### src/rtl/acs_pmu4.sv
// acs_pmu4: add-compare-select / path-metric unit for a 4-state (K=3, rate 1/2)
// Viterbi decoder. Each valid symbol updates four path metrics, emits one
// survivor decision per state and reports the minimum-metric state.
// Optional feature macro: ACS_BEST_STATE_EN builds the best-state compare tree;
// without it best_state is tied to 2'b00.
module acs_pmu4 #(
   parameter int PM_W    = 6,
   parameter int INIT_PM = 16
) (
   input  logic                clk,
   input  logic                rst,
   input  logic                init,
   input  logic                bm_valid,
   input  logic [15:0]         bm_in,
   output logic                dec_valid,
   output logic [3:0]          dec,
   output logic [4*PM_W-1:0]   pm_out,
   output logic [1:0]          best_state
);

   // Sums carry one extra bit so overflow can be detected before normalizing.
   localparam int SW = PM_W + 1;
   localparam logic [SW-1:0] HALF_V = SW'(32'd1 << (PM_W - 1));
   localparam logic [SW-1:0] MAX_V  = SW'((32'd1 << PM_W) - 32'd1);
   localparam logic [PM_W-1:0] INIT_V = PM_W'(INIT_PM);
   // State 0 starts at zero, the others at the start-up penalty.
   localparam logic [3:0][PM_W-1:0] PM_RESET_V = {INIT_V, INIT_V, INIT_V, {PM_W{1'b0}}};

   logic [3:0][PM_W-1:0] pm_r;
   logic [3:0]           dec_r;
   logic                 dec_valid_r;

   logic [3:0][SW-1:0]   sum0_s;
   logic [3:0][SW-1:0]   sum1_s;
   logic [3:0][SW-1:0]   sel_s;
   logic [3:0][PM_W-1:0] pm_next_s;
   logic [3:0]           dec_next_s;
   logic                 all_high_s;

   // Add-compare-select for every next state, then normalization of the survivors.
   always_comb begin
      sum0_s     = '0;
      sum1_s     = '0;
      sel_s      = '0;
      pm_next_s  = '0;
      dec_next_s = 4'b0000;
      all_high_s = 1'b1;
      for (int ns = 0; ns < 4; ns++) begin
         logic [1:0] nsb;
         nsb = 2'(ns);
         // Predecessors of ns={u,b} are {b,0} and {b,1}.
         sum0_s[ns] = {1'b0, pm_r[{nsb[0], 1'b0}]} + SW'(bm_in[4*ns +: 2]);
         sum1_s[ns] = {1'b0, pm_r[{nsb[0], 1'b1}]} + SW'(bm_in[4*ns+2 +: 2]);
         // Equal sums keep predecessor 0.
         if (sum1_s[ns] < sum0_s[ns]) begin
            sel_s[ns]      = sum1_s[ns];
            dec_next_s[ns] = 1'b1;
         end else begin
            sel_s[ns]      = sum0_s[ns];
            dec_next_s[ns] = 1'b0;
         end
         if (sel_s[ns] < HALF_V) begin
            all_high_s = 1'b0;
         end else begin
            all_high_s = all_high_s;
         end
      end
      for (int ns = 0; ns < 4; ns++) begin
         if (all_high_s) begin
            pm_next_s[ns] = PM_W'(sel_s[ns] - HALF_V);
         end else if (sel_s[ns] > MAX_V) begin
            pm_next_s[ns] = PM_W'(MAX_V);
         end else begin
            pm_next_s[ns] = PM_W'(sel_s[ns]);
         end
      end
   end

   // Path metric, decision and valid registers; init acts as a synchronous reload.
   always_ff @(posedge clk or posedge rst) begin
      if (rst) begin
         pm_r        <= PM_RESET_V;
         dec_r       <= 4'b0000;
         dec_valid_r <= 1'b0;
      end else if (init) begin
         pm_r        <= PM_RESET_V;
         dec_r       <= 4'b0000;
         dec_valid_r <= 1'b0;
      end else if (bm_valid) begin
         pm_r        <= pm_next_s;
         dec_r       <= dec_next_s;
         dec_valid_r <= 1'b1;
      end else begin
         dec_valid_r <= 1'b0;
      end
   end

   assign pm_out    = pm_r;
   assign dec       = dec_r;
   assign dec_valid = dec_valid_r;

`ifdef ACS_BEST_STATE_EN
   logic [1:0]      best_r;
   logic [1:0]      best_next_s;
   logic [1:0]      idx01_s;
   logic [1:0]      idx23_s;
   logic [PM_W-1:0] val01_s;
   logic [PM_W-1:0] val23_s;

   // Two-level min tree over the new metrics; ties favour the lower index.
   always_comb begin
      idx01_s     = 2'd0;
      idx23_s     = 2'd2;
      val01_s     = pm_next_s[0];
      val23_s     = pm_next_s[2];
      best_next_s = 2'd0;
      if (pm_next_s[1] < pm_next_s[0]) begin
         idx01_s = 2'd1;
         val01_s = pm_next_s[1];
      end else begin
         idx01_s = 2'd0;
         val01_s = pm_next_s[0];
      end
      if (pm_next_s[3] < pm_next_s[2]) begin
         idx23_s = 2'd3;
         val23_s = pm_next_s[3];
      end else begin
         idx23_s = 2'd2;
         val23_s = pm_next_s[2];
      end
      if (val23_s < val01_s) begin
         best_next_s = idx23_s;
      end else begin
         best_next_s = idx01_s;
      end
   end

   // Best-state register follows the metric register's load conditions.
   always_ff @(posedge clk or posedge rst) begin
      if (rst) begin
         best_r <= 2'd0;
      end else if (init) begin
         best_r <= 2'd0;
      end else if (bm_valid) begin
         best_r <= best_next_s;
      end else begin
         best_r <= best_r;
      end
   end

   assign best_state = best_r;
`else
   assign best_state = 2'b00;
`endif

endmodule

### config.mk
export PLATFORM = sky130hd
export DESIGN_NAME = acs_pmu4
export DESIGN_NICKNAME = d
export VERILOG_FILES = /design/src/rtl/acs_pmu4.sv
export SDC_FILE = /design/constraint.sdc
export NUM_CORES = 1
export LEC_CHECK = 0
export BUFFER_PORTS_ARGS = -buffer_cell sky130_fd_sc_hd__buf_2
export CORE_MARGIN = 2
export CORE_UTILIZATION = 40
export DETAILED_ROUTE_END_ITERATION = 10
export PLACE_DENSITY = 0.7
export SYNTH_ARGS = -nofsm -noshare
export SYNTH_HDL_FRONTEND = slang
export SYNTH_SLANG_ARGS = --single-unit
### constraint.sdc
create_clock -name clk -period 10.2 [get_ports clk]
set_clock_uncertainty 0.05 [all_clocks]
set_input_delay 1.02 -clock clk [delete_from_list [all_inputs] [get_ports clk]]
set_output_delay 1.02 -clock clk [all_outputs]
set_load 0.02 [all_outputs]
==> flow_metrics.tcl, run 1 <==
set metrics [dict create \
    hp-class "reg2reg" \
    p_clk_frac 0.130 \
    cts.path.max_buffers 2 \
    synth-async-reset-ratio 1.000 \
    drt-initial-drc-count 194 \
    numPortBuffers 48 \
    dp_hpwl_um 6443 \
    crit_arrival_ns 4.25 \
    grt_max_degree 43 \
    viasPerCell 5.583 \
    core_um2 7767 \
    overflow 0 \
    die-area_um2 8825 \
    root_buffer "clkbuf_8" \
    antenna_found_initial 0 \
    synth.top_cells.by_area "dfrtp_1, ha_1, mux2i_1, fa_1, xor2_1" \
    drive_gt1_frac 0.1881 \
    yosys_warnings 0 \
    num_io_pins 51 \
    p_comb_frac 0.651 \
    relSlewSlack 0.4750 \
    synthCells 365 \
    worstMarginPinSlew_ns 0.7875 \
    max_freq_mhz 240.8 \
    min_period_ns 4.153 \
    cts_resized 0 \
    ys_seq_elements 29 \
    antenna_left 0 \
    power.leakage_nw 1.711 \
    clkSinkCount 29 \
    slew_viol_final 0 \
    postCtsSetupBuffers 0 \
    gp_routability_congestion 0.8404 \
    cpPeakStageDelay_ns 0.44 \
    die_x_um 93.94 \
    grt_pass1_vias 2782 \
    grt_pass1_wl_um 13610 \
    fillCellCount 780 \
    path_cells "buf_2, ha_1, fa_1, xor2_1, ha_1, a21o_1, a31oi_1, o21ai_0, maj3_1, a21oi_4, mux2_2, a22oi_1, o21ai_0" \
    synth_top_area_cell "dfrtp_1" \
    p_seq_frac 0.219 \
    drc 0 \
    cp-end-kind "register" \
    switchingPower_mw 0.4825 \
    grt_usage 0.1955 \
    power.switching_fraction 0.4890 \
    die_h_um 93.94 \
    internal-power_mw 0.5043 \
    ctsHoldBuffers 0 \
    wire_per_inst_um 16.42 \
    setup_viol 0 \
    layout.nets 467 \
    yosysSeqAreaShare 0.2254 \
    crit_path_max_fanout 10 \
    p_per_area_nw_per_um2 272.1 \
    synth_top_area_share 0.2011 \
    vias 2825 \
    h-tree-depth 2 \
    n_antenna_cell 0 \
    max-vdd-ir-drop_v 0.00009993 \
    hold_viol_final 0 \
    clk_pin_slew_ns 0.07 \
    syn_area_per_cell_um2 8.865 \
    cp.required_ns 10.30 \
    crit_type "in2reg" \
    status "complete, no violations" \
    rsz0062_at_grt "false" \
    placementRows 32 \
    finalSetupTns_ns 0 \
    synth-edff-count 0 \
    netlist_area_um2 3236 \
    synthTopCellsByCount "ha_1, nor2_1, dfrtp_1" \
    start_kind "primary input" \
    syn2layout_area_growth_pct 12.07 \
    worst_skew_pair.late_latency_ns 0.29 \
    synth_cell_types 58 \
    synthMostInstantiatedCell "ha_1" \
    drv_cap 0 \
    utilization 0.4668 \
    cp_slowest_cell "fa_1" \
    initial_core_util 0.4166 \
    finalCritPeriodShare 0.4071 \
    wl_um 8308 \
    cts_buffers 5 \
    dr.pass1.iters 4 \
    tritoncts "done" \
    ys.flop_type "dfrtp_1" \
]
power groups by stage:
stage | registers, mW | logic [mW] | clock network (mW)
5_1_grt | 0.224 | 0.719 | 0.134
4_1_cts | 0.216 | 0.640 | 0.129
3_3_place_gp | 0.218 | 0.617 | 0
3_5_place_dp | 0.218 | 0.636 | 0
6_report | 0.216 | 0.642 | 0.129
2_1_floorplan | 0.222 | 0.497 | 0
cells by family (layout without fill, tap and decap cells):
kind of cell	count (synthesis)	count (layout)	share of synthesized area
other	1	2	0.001159
buffers and inverters	40	78	0.05684
adder cells (fa/ha/maj)	47	47	0.1984
multiplexers	22	22	0.07270
flip-flops	29	29	0.2254
XOR/XNOR	30	30	0.08121
AND/OR/NAND/NOR	110	110	0.1744
AO/OA/AOI/OAI	86	86	0.1899
area by class of cell:
type	instances	area, um^2	area share
clock buffer	7	86.33	0.02381
clock inverter	1	30.03	0.008282
inverter	21	78.83	0.02174
multi-input combinational	297	2326	0.6415
sequential	29	729.5	0.2012
tap	102	127.6	0.03520
timing repair buffer	49	247.7	0.06832
state kept, by name, indices dropped and copies added, names as in the netlist:
register and flops:
dec 4, dec_valid 1, pm_out 24
worst paths after layout:
| check | start | end | slack [ns] | cells past startpoint |
|---|---|---|---|---|
| max | bm_in[2] | pm_out[2] | 6.05 | 13 |
| min in group asynchronous | rst | dec_valid | 0.75 | 3 |
| max in group asynchronous | rst | pm_out[16] | 9.01 | 3 |
| min | dec[0] | dec[0] | 0.48 | 2 |
| min reg2reg | dec[0] | dec[0] | 0.48 | 2 |
| max reg2reg | pm_out[6] | pm_out[2] | 6.42 | 12 |
routing by layer:
metal,vias to the layer above,share of wire,GRT usage
met4,0,0.0093,0.04469
li1,1381,-,-
met5,-,0,0
met2,71,0.47,0.3149
met1,1366,0.46,0.2723
met3,7,0.055,0.03692
critical path, delay by kind of cell:
kind                     cells  cell delay [ns]
AO/OA/AOI/OAI                6             1.15
XOR/XNOR                     1             0.21
adder cells (fa/ha/maj)      4             1.41
buffers and inverters        1             0.10
multiplexers                 1             0.38
per-stage QoR:
stage | area [um^2] | worst slack [ns] | hold WS [ns] | std cells | power (mW)
after floorplan | 3239 | 6.248 | 0.5804 | 366 | 0.7190
after global placement | 3510 | 5.789 | 0.4521 | 498 | 0.8350
after detailed placement | 3510 | 5.768 | 0.4602 | 498 | 0.8537
after CTS | 3626 | 6.049 | 0.4901 | 506 | 0.9852
after global routing | 3626 | 5.782 | 0.5408 | 506 | 1.076
final | 3626 | 6.047 | 0.4842 | 506 | 0.9867
layout by cell type (no fill, tap or decap), types with 2 or more instances in the layout:
master and instances:
or2_2 2, and3_1 4, dfrtp_1 26, a31oi_1 9
xor2_1 16, a22oi_1 2, nor2b_1 10, fa_1 8
o211ai_1 4, nand3_1 20, xnor2_1 14, o21ai_0 15
nand2b_1 7, conb_1 2, and2_1 2, maj3_1 2
a211oi_1 10, nor3_1 4, inv_1 21, a211o_1 2
o32ai_1 2, ha_1 36, a21o_1 8, buf_2 48
mux2_2 2, nand2_1 19, nor4_1 2, o311ai_0 2
nor2_1 29, clkbuf_8 6, or3_1 2, a21oi_1 16
a311oi_1 5, nand3_2 2, dfstp_2 3, mux2i_1 19
No activity file was read; power rests on OpenSTA's default activity.
==> run 2: changes to the inputs <==
==> constraint.sdc (replaced) <==
create_clock -name clk -period 4 [get_ports clk]
set_clock_uncertainty 0.05 [all_clocks]
set_input_delay 0.4 -clock clk [delete_from_list [all_inputs] [get_ports clk]]
set_output_delay 0.4 -clock clk [all_outputs]
set_load 0.02 [all_outputs]
==> run 2 against run 1 <==
Net effect: power grew to 2.6 times the previous value; combinational power grew to 2.7 times the previous value; largest cell class unchanged; cell area grew 0.41%; sequential cell count is the same; via count grew 3.2%; hold slack lost 0.37 ns; register-to-register slack lost 6.1 ns; setup slack lost 5.8 ns; sequential share of layout area shrank 0.083 points; highest routed layer unchanged; core utilization grew 0.19 points.
==> flow_metrics.tcl, run 2 (synthesis results as in run 1) <==
set metrics [dict create \
    layout_common_cells "buf_2, ha_1, nor2_1" \
    drc 0 \
    wl_um 8368 \
    status "complete, no violations" \
    n_antenna_cell 0 \
    die_h_um 93.94 \
    layout.nets 469 \
    ctsHoldBuffers 0 \
    utilization 0.4688 \
    clkSinkCount 29 \
    start_kind "register" \
    clk_pin_slew_ns 0.07 \
    syn2layout_area_growth_pct 12.53 \
    dr.pass1.iters 4 \
    r2r_setup_slack_ns 0.29 \
    cts_resized 0 \
    reg2reg_depth 12 \
    min_period_ns 3.715 \
    finalSetupTns_ns 0 \
    placementRows 32 \
    initial_core_util 0.4166 \
    vias 2916 \
    dp_hpwl_um 6434 \
    cp.required_ns 4.10 \
    viasPerCell 5.740 \
    num_io_pins 51 \
    gp_routability_congestion 0.8716 \
    drt-initial-drc-count 211 \
    crit_type "reg2reg" \
    power.leakage_nw 1.721 \
    cts.path.max_buffers 2 \
    drive_gt1_frac 0.1921 \
    finalCritPeriodShare 0.9287 \
    h-tree-depth 2 \
    r2r_start "pm_out[0]" \
    wire_per_inst_um 16.47 \
    antenna_found_initial 0 \
    fillCellCount 776 \
    worstMarginPinSlew_ns 0.7981 \
    slew_viol_final 0 \
    crit_arrival_ns 3.82 \
    grt_pass1_wl_um 13510 \
    p_per_area_nw_per_um2 711.2 \
    numPortBuffers 48 \
    worst_skew_pair.late_latency_ns 0.29 \
    rsz0062_at_grt "false" \
    cts_buffers 5 \
    hp-class "in2async" \
    max_freq_mhz 269.2 \
    root_buffer "clkbuf_8" \
    grt_max_degree 43 \
    regToRegEndpoint "pm_out[2]" \
    drv_cap 0 \
    core_um2 7767 \
    grt_usage 0.1933 \
    grt_pass1_vias 2797 \
    overflow 0 \
    cp-end-kind "register" \
    die-area_um2 8825 \
    die_x_um 93.94 \
    relSlewSlack 0.4679 \
    largest_reg_flops 24 \
    antenna_left 0 \
    hold_viol_final 0 \
    setup_viol 0 \
    max-vdd-ir-drop_v 0.0002393 \
    crit_path_max_fanout 10 \
    tritoncts "done" \
    final_common_cell "buf_2" \
    postCtsSetupBuffers 0 \
]
run 2: stage by stage:
step	hold WS, ns	power, mW	instance area [um^2]	setup slack [ns]	cells
global placement	0.4457	2.192	3525	0.3058	500
CTS	0.1354	2.581	3641	0.3139	508
finish	0.1169	2.589	3641	0.2854	508
detailed placement	0.4444	2.237	3525	0.2526	500
global route	0.1854	2.798	3641	0.1158	508
floorplan	0.4259	1.833	3239	0.5740	366
run 2: how the worst max path moves through the flow:
stage	start	end	slack [ns]	depth (start not counted)
floorplan	pm_out[6]	pm_out[2]	0.57	12
global placement	bm_in[0]	pm_out[2]	0.31	13
detailed placement	bm_in[0]	pm_out[2]	0.25	13
CTS	pm_out[0]	pm_out[2]	0.31	12
global route	pm_out[12]	pm_out[11]	0.12	13
finish	pm_out[0]	pm_out[2]	0.29	12
run 2: critical path, cell delays in order, from the launching register on:
cell and delay, ns:
dfrtp_1 0.43, ha_1 0.23, fa_1 0.49, xnor2_1 0.18
ha_1 0.30, a21o_1 0.17, a31oi_1 0.16, o21ai_0 0.19
maj3_1 0.42, a21oi_4 0.35, mux2_2 0.38, a22oi_1 0.14
o21ai_0 0.10
run 2: where the power goes:
part / leakage [nW] / internal (mW) / switching [mW]
combinational: 1.29 / 0.734 / 0.983
clock: 0.0585 / 0.203 / 0.123
sequential: 0.378 / 0.380 / 0.167
total: 1.72 / 1.32 / 1.27
run 2: final cells by class:
cell class | count | area, um^2 | area share
clock buffer | 7 | 86.33 | 0.02371
clock inverter | 1 | 30.03 | 0.008247
inverter | 21 | 78.83 | 0.02165
multi-input combinational | 297 | 2326 | 0.6388
sequential | 29 | 729.5 | 0.2003
tap | 102 | 127.6 | 0.03505
timing repair buffer | 51 | 262.8 | 0.07216
run 2: layer usage:
metal	global-route usage	up-vias	share of wire
met5	0	-	0
met4	0.06643	0	0.019
met3	0.02648	13	0.052
met2	0.3220	89	0.48
met1	0.2570	1428	0.45
li1	-	1386	-
==> run 3: changes to the inputs <==
--- a/config.mk
+++ b/config.mk
@@ -6,6 +6,7 @@
 export NUM_CORES = 1
 export LEC_CHECK = 0
 export BUFFER_PORTS_ARGS = -buffer_cell sky130_fd_sc_hd__buf_2
+export CORE_ASPECT_RATIO = 2
 export CORE_MARGIN = 2
 export CORE_UTILIZATION = 40
 export DETAILED_ROUTE_END_ITERATION = 10
==> constraint.sdc (replaced) <==
create_clock -name clk -period 3.6 [get_ports clk]
set_clock_uncertainty 0.05 [all_clocks]
set_input_delay 0.36 -clock clk [delete_from_list [all_inputs] [get_ports clk]]
set_output_delay 0.36 -clock clk [all_outputs]
set_load 0.02 [all_outputs]
==> run 3 against run 2 <==
Net effect: sequential power up 14%; core utilization up 4.3 points; cell area is 11% higher; critical endpoint is now pm_out[16].
==> flow_metrics.tcl, run 3 (synthesis results as in run 1) <==
set metrics [dict create \
    cts_buffers 5 \
    critPathBufInv 3 \
    vias 3030 \
    cp_slowest_cell "dfrtp_2" \
    p_per_area_nw_per_um2 837.4 \
    clk_pin_slew_ns 0.05 \
    cts.path.max_buffers 2 \
    n_antenna_cell 0 \
    drv_cap 0 \
    antenna_left 0 \
    core_um2 7885 \
    path_cells "ha_1, fa_2, xor2_1, inv_1, ha_1, a21o_1, a31oi_1, o21ai_1, o211ai_1, a31oi_2, buf_4, a21o_1, buf_4, a211oi_1, nor2_1" \
    reg2reg_depth 15 \
    grt_max_degree 29 \
    num_io_pins 51 \
    relSlewSlack 0.2591 \
    wl_um 9386 \
    syn2layout_area_growth_pct 24.79 \
    r2r_start "pm_out[0]" \
    die-area_um2 8868 \
    internal-power_mw 1.807 \
    slew_viol_final 0 \
    cp-end-kind "register" \
    p_clk_frac 0.144 \
    drt-initial-drc-count 157 \
    drc 0 \
    numPortBuffers 48 \
    dp_hpwl_um 7526 \
    crit_family "compound AO/OA/AOI/OAI gates" \
    dr.pass1.iters 5 \
    regToRegEndpoint "pm_out[16]" \
    finalCritPeriodShare 0.9687 \
    r2r_setup_slack_ns 0.11 \
    cpPeakStageDelay_ns 0.44 \
    crit_type "reg2reg" \
    viasPerCell 5.782 \
    gp_routability_congestion 0.8992 \
    p_seq_frac 0.184 \
    start_kind "register" \
    overflow 0 \
    p_comb_frac 0.672 \
    root_buffer "clkbuf_16" \
    final_common_cell "buf_2" \
    finish.instance_area_um2 4038 \
    tritoncts "done" \
    power.leakage_nw 1.866 \
    layout.nets 491 \
    utilization 0.5121 \
    placementRows 46 \
    max_freq_mhz 286.8 \
    antenna_found_initial 0 \
    hold_viol_final 0 \
    grt_usage 0.2220 \
    die_x_um 67.60 \
    drive_gt1_frac 0.2991 \
    grt_pass1_wl_um 14940 \
    grt_pass1_vias 3237 \
    cp.required_ns 3.74 \
    layout_common_cells "buf_2, ha_1, nor2_1" \
    switchingPower_mw 1.574 \
    clkSinkCount 29 \
    die_h_um 131.2 \
    h-tree-depth 2 \
    setup_viol 0 \
    ctsHoldBuffers 0 \
    fillCellCount 719 \
    multi_input_area_um2 2494 \
    crit_path_max_fanout 3 \
    largest_reg_flops 24 \
    register_area_um2 732.0 \
    status "complete, no violations" \
    initial_core_util 0.4103 \
    wire_per_inst_um 17.91 \
    power.switching_fraction 0.4657 \
    min_period_ns 3.487 \
    crit_arrival_ns 3.63 \
    worst_skew_pair.late_latency_ns 0.27 \
    max-vdd-ir-drop_v 0.0003821 \
    hp-class "in2async" \
    worstMarginPinSlew_ns 1.110 \
    place_area_um2 3652 \
]
run 3: changes by cell type in the layout (fill, tap and decap cells not counted), moves of 3 or more:
| cell | change |
|---|---|
| buf_4 | +21 |
| fa_1 | -7 |
| fa_2 | +7 |
| a31oi_1 | -5 |
| clkbuf_16 | +5 |
| clkbuf_8 | -5 |
| a31oi_2 | +4 |
| o21ai_0 | -4 |
| o21ai_1 | +3 |
| xor2_1 | -3 |
| xor2_2 | +3 |
run 3: stage by stage:
step | hold slack, ns | worst slack, ns | power, mW | TNS (ns) | std cells
finish | 0.3063 | 0.1129 | 3.381 | 0 | 524
global route | 0.3963 | -0.07235 | 3.613 | -0.5805 | 524
CTS | 0.3521 | 0.001442 | 3.185 | 0 | 521
detailed placement | 0.4613 | -0.08495 | 2.648 | -0.7873 | 512
global placement | 0.4528 | -0.01339 | 2.583 | -0.01339 | 512
floorplan | 0.3859 | 0.1740 | 2.037 | 0 | 366
run 3: power by group through the flow:
stage | clock network, mW | registers, mW | logic, mW
final | 0.487 | 0.623 | 2.27
after CTS | 0.490 | 0.616 | 2.08
after global placement | 0 | 0.615 | 1.97
after detailed placement | 0 | 0.617 | 2.03
after global routing | 0.506 | 0.645 | 2.46
after floorplan | 0 | 0.629 | 1.41
run 3: layout make-up:
cell class | count | share of cell area
multi-input cells | 297 | 0.6176
flip-flops and latches | 29 | 0.1813
repair buffers | 73 | 0.1091
clock buffers | 7 | 0.03533
well taps | 96 | 0.02975
inverters | 21 | 0.01952
clock inverters | 1 | 0.007437
run 3: metal layers:
metal / global-route usage / part of all wire / wire (um) / vias to the layer above
li1: - / - / - / 1434
met2: 0.4286 / 0.58 / 5402 / 93
met4: 0.1553 / 0.074 / 690 / 0
met5: 0 / 0 / 0 / -
met3: 0.01199 / 0.030 / 286 / 44
met1: 0.1992 / 0.32 / 3006 / 1459
run 3: worst register-to-register path, delay by kind of cell, from the launching register on:
family / cells / cell delay (ns)
AO/OA/AOI/OAI: 7 / 1.39
XOR/XNOR: 1 / 0.20
adder cells (fa/ha/maj): 3 / 0.87
buffers and inverters: 3 / 0.36
flip-flops: 1 / 0.44
AND/OR/NAND/NOR: 1 / 0.10
run 3: what timing repair did:
item,CTS,global route
buffers inserted,1,3
resized for setup,5,33
pin swaps,4,12
endpoints found under the setup margin,17,24
run 3: worst max path at each step:
stage                    start  depth (start not counted)          to
floorplan            pm_out[6]                         12   pm_out[2]
global placement     bm_in[12]                         13   pm_out[4]
detailed placement    bm_in[2]                         13   pm_out[2]
CTS                 pm_out[12]                         12   pm_out[4]
global route         pm_out[6]                         15   pm_out[0]
finish               pm_out[0]                         15  pm_out[16]
